==> config.mk <==
export PLATFORM = sky130hd
export DESIGN_NAME = boot_loader
export DESIGN_NICKNAME = d
export VERILOG_FILES = /design/src/rtl/boot_pkg.sv /design/src/rtl/uart_rx.sv /design/src/rtl/boot_loader.sv
export SDC_FILE = /design/constraint.sdc
export NUM_CORES = 1
export LEC_CHECK = 0
export ABC_CLOCK_PERIOD_IN_PS = 1900
export BUFFER_PORTS_ARGS = -buffer_cell sky130_fd_sc_hd__buf_4
export CORE_MARGIN = 2
export CORE_UTILIZATION = 53
export CTS_CLUSTER_DIAMETER = 50
export DETAILED_ROUTE_END_ITERATION = 8
export GPL_ROUTABILITY_DRIVEN = 0
export PLACE_DENSITY = 0.76
export SETUP_SLACK_MARGIN = 0.3
export SKIP_LAST_GASP = 1
export SYNTH_ARGS = -nofsm -noshare
export SYNTH_HDL_FRONTEND = slang
export SYNTH_SLANG_ARGS = --single-unit
==> constraint.sdc <==
create_clock -name CLK -period 1.9 [get_ports CLK]
set_input_delay 0.095 -clock CLK [delete_from_list [all_inputs] [get_ports CLK]]
set_output_delay 0.095 -clock CLK [all_outputs]
set_load 0.05 [all_outputs]
==> src/rtl/boot_pkg.sv <==
// boot_pkg: shared types and constants for the UART boot loader.
// Holds the loader and receiver state encodings and the default frame sync byte.
package boot_pkg;

    typedef enum logic [2:0] {
        S_IDLE,
        S_CNT,
        S_HI,
        S_LO,
        S_CSUM,
        S_DONE,
        S_ERR
    } boot_state_e;

    typedef enum logic [1:0] {
        R_IDLE,
        R_START,
        R_DATA,
        R_STOP
    } rx_state_e;

    localparam logic [7:0] SYNC_DEFAULT = 8'hA5;

endpackage

==> src/rtl/uart_rx.sv <==
// uart_rx: 8N1 UART receiver with 2-flop synchroniser and mid-bit sampling.
// Ports: CLK clock, RST sync active-high reset, RX async serial input (idle high),
//        rx_data received byte, rx_valid one-cycle good-byte strobe,
//        rx_ferr one-cycle framing-error strobe (stop bit was 0).
module uart_rx
    import boot_pkg::*;
#(
    parameter int CLKS_PER_BIT = 4
) (
    input  logic       CLK,
    input  logic       RST,
    input  logic       RX,
    output logic [7:0] rx_data,
    output logic       rx_valid,
    output logic       rx_ferr
);

    localparam int CW = $clog2(CLKS_PER_BIT);

    rx_state_e     state_q, state_d;
    logic [1:0]    sync_q;
    logic          prev_q;
    logic [CW-1:0] cnt_q, cnt_d;
    logic [2:0]    bit_q, bit_d;
    logic [7:0]    data_q, data_d;
    logic          rx_s, fall, tick, half;

    assign rx_s = sync_q[1];
    assign fall = prev_q & ~rx_s;
    assign tick = cnt_q == CW'(CLKS_PER_BIT - 1);
    // The start bit is confirmed half a bit after the edge; later samples then land mid-bit.
    assign half = cnt_q == CW'(CLKS_PER_BIT / 2 - 1);

    always_ff @(posedge CLK) begin
        if (RST) begin
            state_q <= R_IDLE;
            sync_q  <= 2'b11;
            prev_q  <= 1'b1;
            cnt_q   <= '0;
            bit_q   <= '0;
            data_q  <= '0;
        end else begin
            state_q <= state_d;
            sync_q  <= {sync_q[0], RX};
            prev_q  <= rx_s;
            cnt_q   <= cnt_d;
            bit_q   <= bit_d;
            data_q  <= data_d;
        end
    end

    always_comb begin
        state_d = state_q;
        cnt_d   = cnt_q + 1'b1;
        bit_d   = bit_q;
        data_d  = data_q;
        case (state_q)
            R_IDLE: begin
                cnt_d   = '0;
                bit_d   = '0;
                state_d = fall ? R_START : R_IDLE;
            end
            R_START: if (half) begin
                cnt_d   = '0;
                state_d = rx_s ? R_IDLE : R_DATA;
            end
            R_DATA: if (tick) begin
                cnt_d   = '0;
                data_d  = {rx_s, data_q[7:1]};
                bit_d   = bit_q + 1'b1;
                state_d = (bit_q == 3'd7) ? R_STOP : R_DATA;
            end
            R_STOP: if (tick) state_d = R_IDLE;
            default: state_d = R_IDLE;
        endcase
    end

    always_comb begin
        rx_data  = data_q;
        rx_valid = (state_q == R_STOP) && tick && rx_s;
        rx_ferr  = (state_q == R_STOP) && tick && !rx_s;
    end

endmodule

==> src/rtl/boot_loader.sv <==
// boot_loader: receives a program frame over UART and writes it into memory, holding the CPU in reset until verified.
// Ports: CLK clock, RST sync active-high reset, RX UART input,
//        MEM_WE/MEM_ADDR/MEM_WDATA memory write port, CPU_RST CPU reset (1 = held),
//        DONE last frame verified, ERR last frame failed.
module boot_loader
    import boot_pkg::*;
#(
    parameter int          CLKS_PER_BIT = 4,
    parameter logic [15:0] BASE_ADDR    = 16'h0000,
    parameter logic [7:0]  SYNC_BYTE    = SYNC_DEFAULT
) (
    input  logic        CLK,
    input  logic        RST,
    input  logic        RX,
    output logic        MEM_WE,
    output logic [15:0] MEM_ADDR,
    output logic [15:0] MEM_WDATA,
    output logic        CPU_RST,
    output logic        DONE,
    output logic        ERR
);

    boot_state_e state_q, state_d;
    logic [8:0]  n_q, n_d, idx_q, idx_d;
    logic [7:0]  hi_q, hi_d, csum_q, csum_d;
    logic        we_q, we_d;
    logic [15:0] addr_q, addr_d, wdata_q, wdata_d;
    logic [7:0]  rx_data;
    logic        rx_valid, rx_ferr, sync_hit, in_frame;

    uart_rx #(.CLKS_PER_BIT(CLKS_PER_BIT)) u_rx (
        .CLK     (CLK),
        .RST     (RST),
        .RX      (RX),
        .rx_data (rx_data),
        .rx_valid(rx_valid),
        .rx_ferr (rx_ferr)
    );

    assign sync_hit = rx_valid && (rx_data == SYNC_BYTE);
    assign in_frame = (state_q == S_CNT) || (state_q == S_HI) || (state_q == S_LO) || (state_q == S_CSUM);

    always_ff @(posedge CLK) begin
        if (RST) begin
            state_q <= S_IDLE;
            n_q     <= '0;
            idx_q   <= '0;
            hi_q    <= '0;
            csum_q  <= '0;
            we_q    <= 1'b0;
            addr_q  <= BASE_ADDR;
            wdata_q <= '0;
        end else begin
            state_q <= state_d;
            n_q     <= n_d;
            idx_q   <= idx_d;
            hi_q    <= hi_d;
            csum_q  <= csum_d;
            we_q    <= we_d;
            addr_q  <= addr_d;
            wdata_q <= wdata_d;
        end
    end

    always_comb begin
        state_d = state_q;
        n_d     = n_q;
        idx_d   = idx_q;
        hi_d    = hi_q;
        csum_d  = csum_q;
        we_d    = 1'b0;
        addr_d  = addr_q;
        wdata_d = wdata_q;
        case (state_q)
            S_IDLE, S_DONE, S_ERR: state_d = sync_hit ? S_CNT : state_q;
            S_CNT: if (rx_valid) begin
                // A count byte of zero stands for 256 words.
                n_d     = {rx_data == 8'd0, rx_data};
                idx_d   = '0;
                csum_d  = '0;
                state_d = S_HI;
            end
            S_HI: if (rx_valid) begin
                hi_d    = rx_data;
                csum_d  = csum_q ^ rx_data;
                state_d = S_LO;
            end
            S_LO: if (rx_valid) begin
                we_d    = 1'b1;
                addr_d  = BASE_ADDR + 16'(idx_q);
                wdata_d = {hi_q, rx_data};
                csum_d  = csum_q ^ rx_data;
                idx_d   = idx_q + 9'd1;
                state_d = (idx_q + 9'd1 == n_q) ? S_CSUM : S_HI;
            end
            S_CSUM: if (rx_valid) state_d = (rx_data == csum_q) ? S_DONE : S_ERR;
            default: state_d = S_IDLE;
        endcase
        if (rx_ferr && in_frame) state_d = S_ERR;
    end

    always_comb begin
        MEM_WE    = we_q;
        MEM_ADDR  = addr_q;
        MEM_WDATA = wdata_q;
        CPU_RST   = state_q != S_DONE;
        DONE      = state_q == S_DONE;
        ERR       = state_q == S_ERR;
    end

endmodule

Yosys cells after proc, flatten, opt, wreduce, memory -nomap -nowiden. Index checks and enable logic that the tools add are counted.

Register bits after elaboration: 81. Input bits: 3. Output and inout bits: 36. Logic and storage cells: 109.

$add $sub $neg: 3. Eq/ne operators: 30. Multiplexer cells: 28. Bitwise gates (word level): 4. Reduce and logical (&&, ||, !) cells: 29.

Operators with widths (count): $mux W3 (8); $mux W9 (2); $pmux W9 S2 (1); $mux W8 (2); $pmux W8 S2 (1); $pmux W3 S5 (1); $mux W2 (7); $eq A3 B3 Y1 const B (4); $ne A3 B2 Y1 const B (4); $ne A2 B2 Y1 const B (5); $reduce_and A2 Y1 (5); $reduce_and A5 Y1 (2); $add A9 B1 Y9 const B (1); $eq A9 B9 Y1 (1); $reduce_and A3 Y1 (3); $eq A8 B8 Y1 (1); $eq A8 B8 Y1 const B (1); $logic_not A8 Y1 (1); $ne A2 B1 Y1 const B (4); $pmux W2 S4 (1); $xor A8 B8 Y8 (1); $eq A2 B2 Y1 const B (3); $eq A3 B2 Y1 const B (2); $ne A3 B3 Y1 const B (2); 17 further kinds (31).

Logic depth before layout (Yosys ltp).
Word-level depth: 7. Mapped depth: 10. Mapped depth without buffers: 8.

Hierarchy. Synthesis repeated with hierarchy kept, for this count alone.

Cells, all modules: 468. Area, all modules: 3787.4 µm².

Modules (own cells, without submodules): boot_loader (times used 1, cells each 386, area each 2990.4 µm², seq. area each 1261.2 µm²); uart_rx (times used 1, cells each 82, area each 797.0 µm², seq. area each 360.3 µm²).

Worst setup path before layout. Ideal clock, no wire load.

Kind: flip-flop to flip-flop. Start: register idx_q[1]. End: register state_q[2]. Arrival time: 1748 ps. Required time: 1785 ps. Slack: 37 ps. Stages on the path, launching flop included: 9. Buffers on the path: 1. Cell sequence: dfxtp_1 ha_1 clkbuf_1 a21oi_1 o311ai_0 o41ai_1 o2111ai_1 a22oi_1 o21a_1.

Cells in the longest elaborated chain, start to end: 6.

RTL lines: from (decl) (line boot_loader.sv:24) `logic [8:0] n_q, n_d, idx_q, idx_d;`; from (signal assigned) (line boot_loader.sv:56) `idx_q <= idx_d;`; $add A9 B1 Y9 (line boot_loader.sv:94) `state_d = (idx_q + 9'd1 == n_q) ? S_CSUM : S_HI;`; $eq A9 B9 Y1 (line boot_loader.sv:94); $mux W3 (line boot_loader.sv:94); $mux W3 (line boot_loader.sv:88) `S_LO: if (rx_valid) begin`; $pmux W3 S5 (line boot_loader.sv:74) `case (state_q)`; $mux W3 (line boot_loader.sv:99) `if (rx_ferr && in_frame) state_d = S_ERR;`; to (signal assigned) (line boot_loader.sv:54) `state_q <= state_d;`; to (decl) (line boot_loader.sv:23) `boot_state_e state_q, state_d;`.

Every way passes these cells. The select of a mux whose other input is x is not followed. A chain may end at the register's enable or synchronous reset.

Final worst setup path.
Start: register idx_q[0]. End: register state_q[1].

The elaborated chain is that of the path after synthesis.

==> flow_summary.yaml <==
setup_path:
  cp_data_arrival_time_ns: 2.13
  crit_required_ns: 2.13
  crit_path_max_fanout: 8
  ff2ff_path_depth: 7
  path_class: "register to register"
  r2r_slack_ns: 0.002
  critPathCaptureType: "register"
  startpoint_type: "register"
global_route:
  antenna_found_initial: 0
  grt_max_degree: 48
  track_usage_pct: 23.7
  grt_pass1_vias: 3123
  grt-ovfl-total: 0
  grt_first_pass_wirelength_um: 14600
timing:
  hold_slack_ns: 0.102
  final_hold_viol_count: 0
  rsz0062_at_grt: "yes"
  setup_ws_ns: 0.00237
  max_freq_ghz: 0.527
  min_period_over_period_pct: 99.9
  finalSetupTns_ns: 0
  finalSetupViolCount: 0
  fin_skew_ns: 0.0126
  slew_violations: 0
  period_needed_ns: 1.90
power:
  p_int_mw: 2.24
  pwr-share-clk_pct: 40.2
  vdd_drop_max_mv: 0.575
  p_total_mw: 2.98
  power_density_mw_per_mm2: 632
  seqPwrFrac_pct: 57.1
  switchingPower_mw: 0.742
  p_leak_nw: 1.86
  p_sw_share_pct: 24.9
  p_comb_share_pct: 2.8
hold_path:
  min_path_cells: 2
  min_path_type: "input pin to register"
place:
  dpl_worst_slack_ns: -0.0443
  io_buffers: 31
  hpwlAfterDp_um: 5990
  placed_cell_area_mm2: 0.00421
detailed_routing:
  wl_per_cell_um: 15.3
  met2_length_um: 4690
  first_iter_violations: 192
  maxUsedRoutingLayer: "met4"
  vias: 3383
  viasPerCell: 5.57
  drtAntennaViolNets: 0
  wl_met1_um: 3980
  dr_wl_met3_um: 413
  drc: 0
  drtPass1Iterations: 5
  routed_wl_um: 9270
die:
  rows: 30
  core_area_mm2: 0.00687
  die_area_mm2: 0.00787
  chipHeight_um: 88.7
  initial_utilization_pct: 55.4
  die_x_um: 88.7
  ios: 39
clock_network:
  cts_tree: "yes"
  htreeDepth: 3
  clock_latency_ns: 0.36
  clkSlewWorstSetupHoldPaths_ns: 0.09
  cts.sinks: 81
  clock-root-buffer: "clkbuf_8"
  cts_max_path_buffers: 2
  cts_buffers: 9
yosys:
  netlist_instances: 465
  ys_ff_latch: 81
  synthesis.area_mm2: 0.00380
  yosys_warnings: 0
  synth_flop_cell: "dfxtp_1"
  synth-edff-count: 0
  syn_area_per_cell_um2: 8.18
  async_reset_ff_share_pct: 0
  ys_seq_area_share_pct: 42.6
  yosysUniqueCellTypes: 62
cells_and_area:
  nets: 515
  diodes: 0
  drive_above_1_share_pct: 27.0
  syn2layout_area_growth_pct: 24.1
  nFillCells: 552
  fin_area_mm2: 0.00472
run:
  drv_cap: 0
outcome:
  outcome: "finished clean"
[cells by family after synthesis]
group,Yosys count,synth area share [%]
compound gates,111,17.2
xor+xnor,17,3.92
fa+ha+maj,6,1.97
buf+inv,51,6.71
flops,81,42.6
mux,17,4.51
other cells,1,0.0986
simple gates,181,23.0
[metrics by stage]
step                instances  utilization (%)
CTS                       602             65.1
finish                    607             68.7
floorplan                 471                -
detailed placement        583             61.2
global route              607             68.7
global placement          583             61.2
[cell usage in the layout, fill, tap and decap left out, drive strengths merged, types with 4 or more instances in the layout]
| cell | instances |
|---|---|
| nor3 | 8 |
| dfxtp | 81 |
| nor2b | 6 |
| xnor2 | 8 |
| buf | 65 |
| o21ai | 28 |
| a21oi | 52 |
| nand3b | 6 |
| or2 | 6 |
| xor2 | 9 |
| and2 | 4 |
| mux2i | 16 |
| nor2 | 44 |
| nor4 | 4 |
| conb | 7 |
| ha | 6 |
| nand2 | 77 |
| inv | 10 |
| nand2b | 6 |
| nand3 | 7 |
| clkbuf | 12 |
[registers in the layout, indices dropped and copies added, names as in the netlist, named ones only]
name / cells
u_rx.prev_q: 1
MEM_WE: 1
hi_q: 8
csum_q: 8
u_rx.sync_q: 2
idx_q: 9
n_q: 9
u_rx.rx_data: 8
u_rx.cnt_q: 2
state_q: 3
u_rx.state_q: 1
MEM_WDATA: 16
u_rx.bit_q: 3
MEM_ADDR: 9
[cells in the mapped netlist, types with 7 or more instances]
| library cell | n | area [um^2] |
|---|---|---|
| mux2i_1 | 16 | 160 |
| nand3_1 | 7 | 35.0 |
| buf_2 | 12 | 60.1 |
| nor3_1 | 7 | 35.0 |
| nand2_1 | 77 | 289 |
| xor2_1 | 9 | 78.8 |
| nor2_1 | 42 | 158 |
| xnor2_1 | 8 | 70.1 |
| o21ai_0 | 25 | 125 |
| dfxtp_1 | 81 | 1620 |
| a21oi_1 | 52 | 260 |
| clkbuf_1 | 21 | 78.8 |
| buf_4 | 7 | 52.6 |
[critical path, cell delays in order (launching register included)]
cell and delay, ns:
dfxtp_2 0.36, buf_4 0.16, nand2_1 0.14, nor4b_1 0.46
o311a_1 0.23, o2111ai_2 0.15, o211ai_1 0.18, a21oi_1 0.08
[what timing repair did]
item / 4_1_cts / 5_1_grt
pin swaps: 7 / 10
resized for setup: 12 / 48
setup buffers: 2 / 3
cloned: 0 / 2
endpoints found under the hold margin: 1 / 0
setup endpoints to repair: 35 / 61
hold buffers: 1 / 0
[path summary, 6_finish.rpt]
kind	startpoint	endpoint
worst min register to register	u_rx.sync_q[0]	u_rx.sync_q[1]
worst max-delay path	idx_q[0]	state_q[1]
worst max register to register	idx_q[0]	state_q[1]
worst min-delay path	RST	idx_q[0]
[power groups by stage]
stage	Sequential (mW)	Clock, mW	Combinational, mW
3_3_place_gp	1.74	0	0.0785
3_5_place_dp	1.74	0	0.0787
5_1_grt	1.70	1.29	0.0887
2_1_floorplan	1.74	0	0.0774
6_report	1.70	1.20	0.0820
4_1_cts	1.70	1.21	0.0803
[layer usage]
| metal | up-vias | global-route usage, % |
|---|---|---|
| met1 | 1599 | 30.2 |
| li1 | 1661 | - |
| met5 | - | 0 |
| met3 | 23 | 6.06 |
| met4 | 0 | 5.79 |
| met2 | 100 | 40.3 |
[cell type report]
class | count | area, um^2 | area share, %
Sequential cell | 81 | 1640 | 34.8
Inverter | 7 | 26.3 | 0.557
Tap cell | 96 | 120 | 2.55
Multi-Input combinational cell | 339 | 2150 | 45.5
Clock inverter | 6 | 48.8 | 1.03
Clock buffer | 10 | 138 | 2.92
Timing Repair Buffer | 68 | 593 | 12.6
Note: power is estimated with default switching activity, not from simulation.
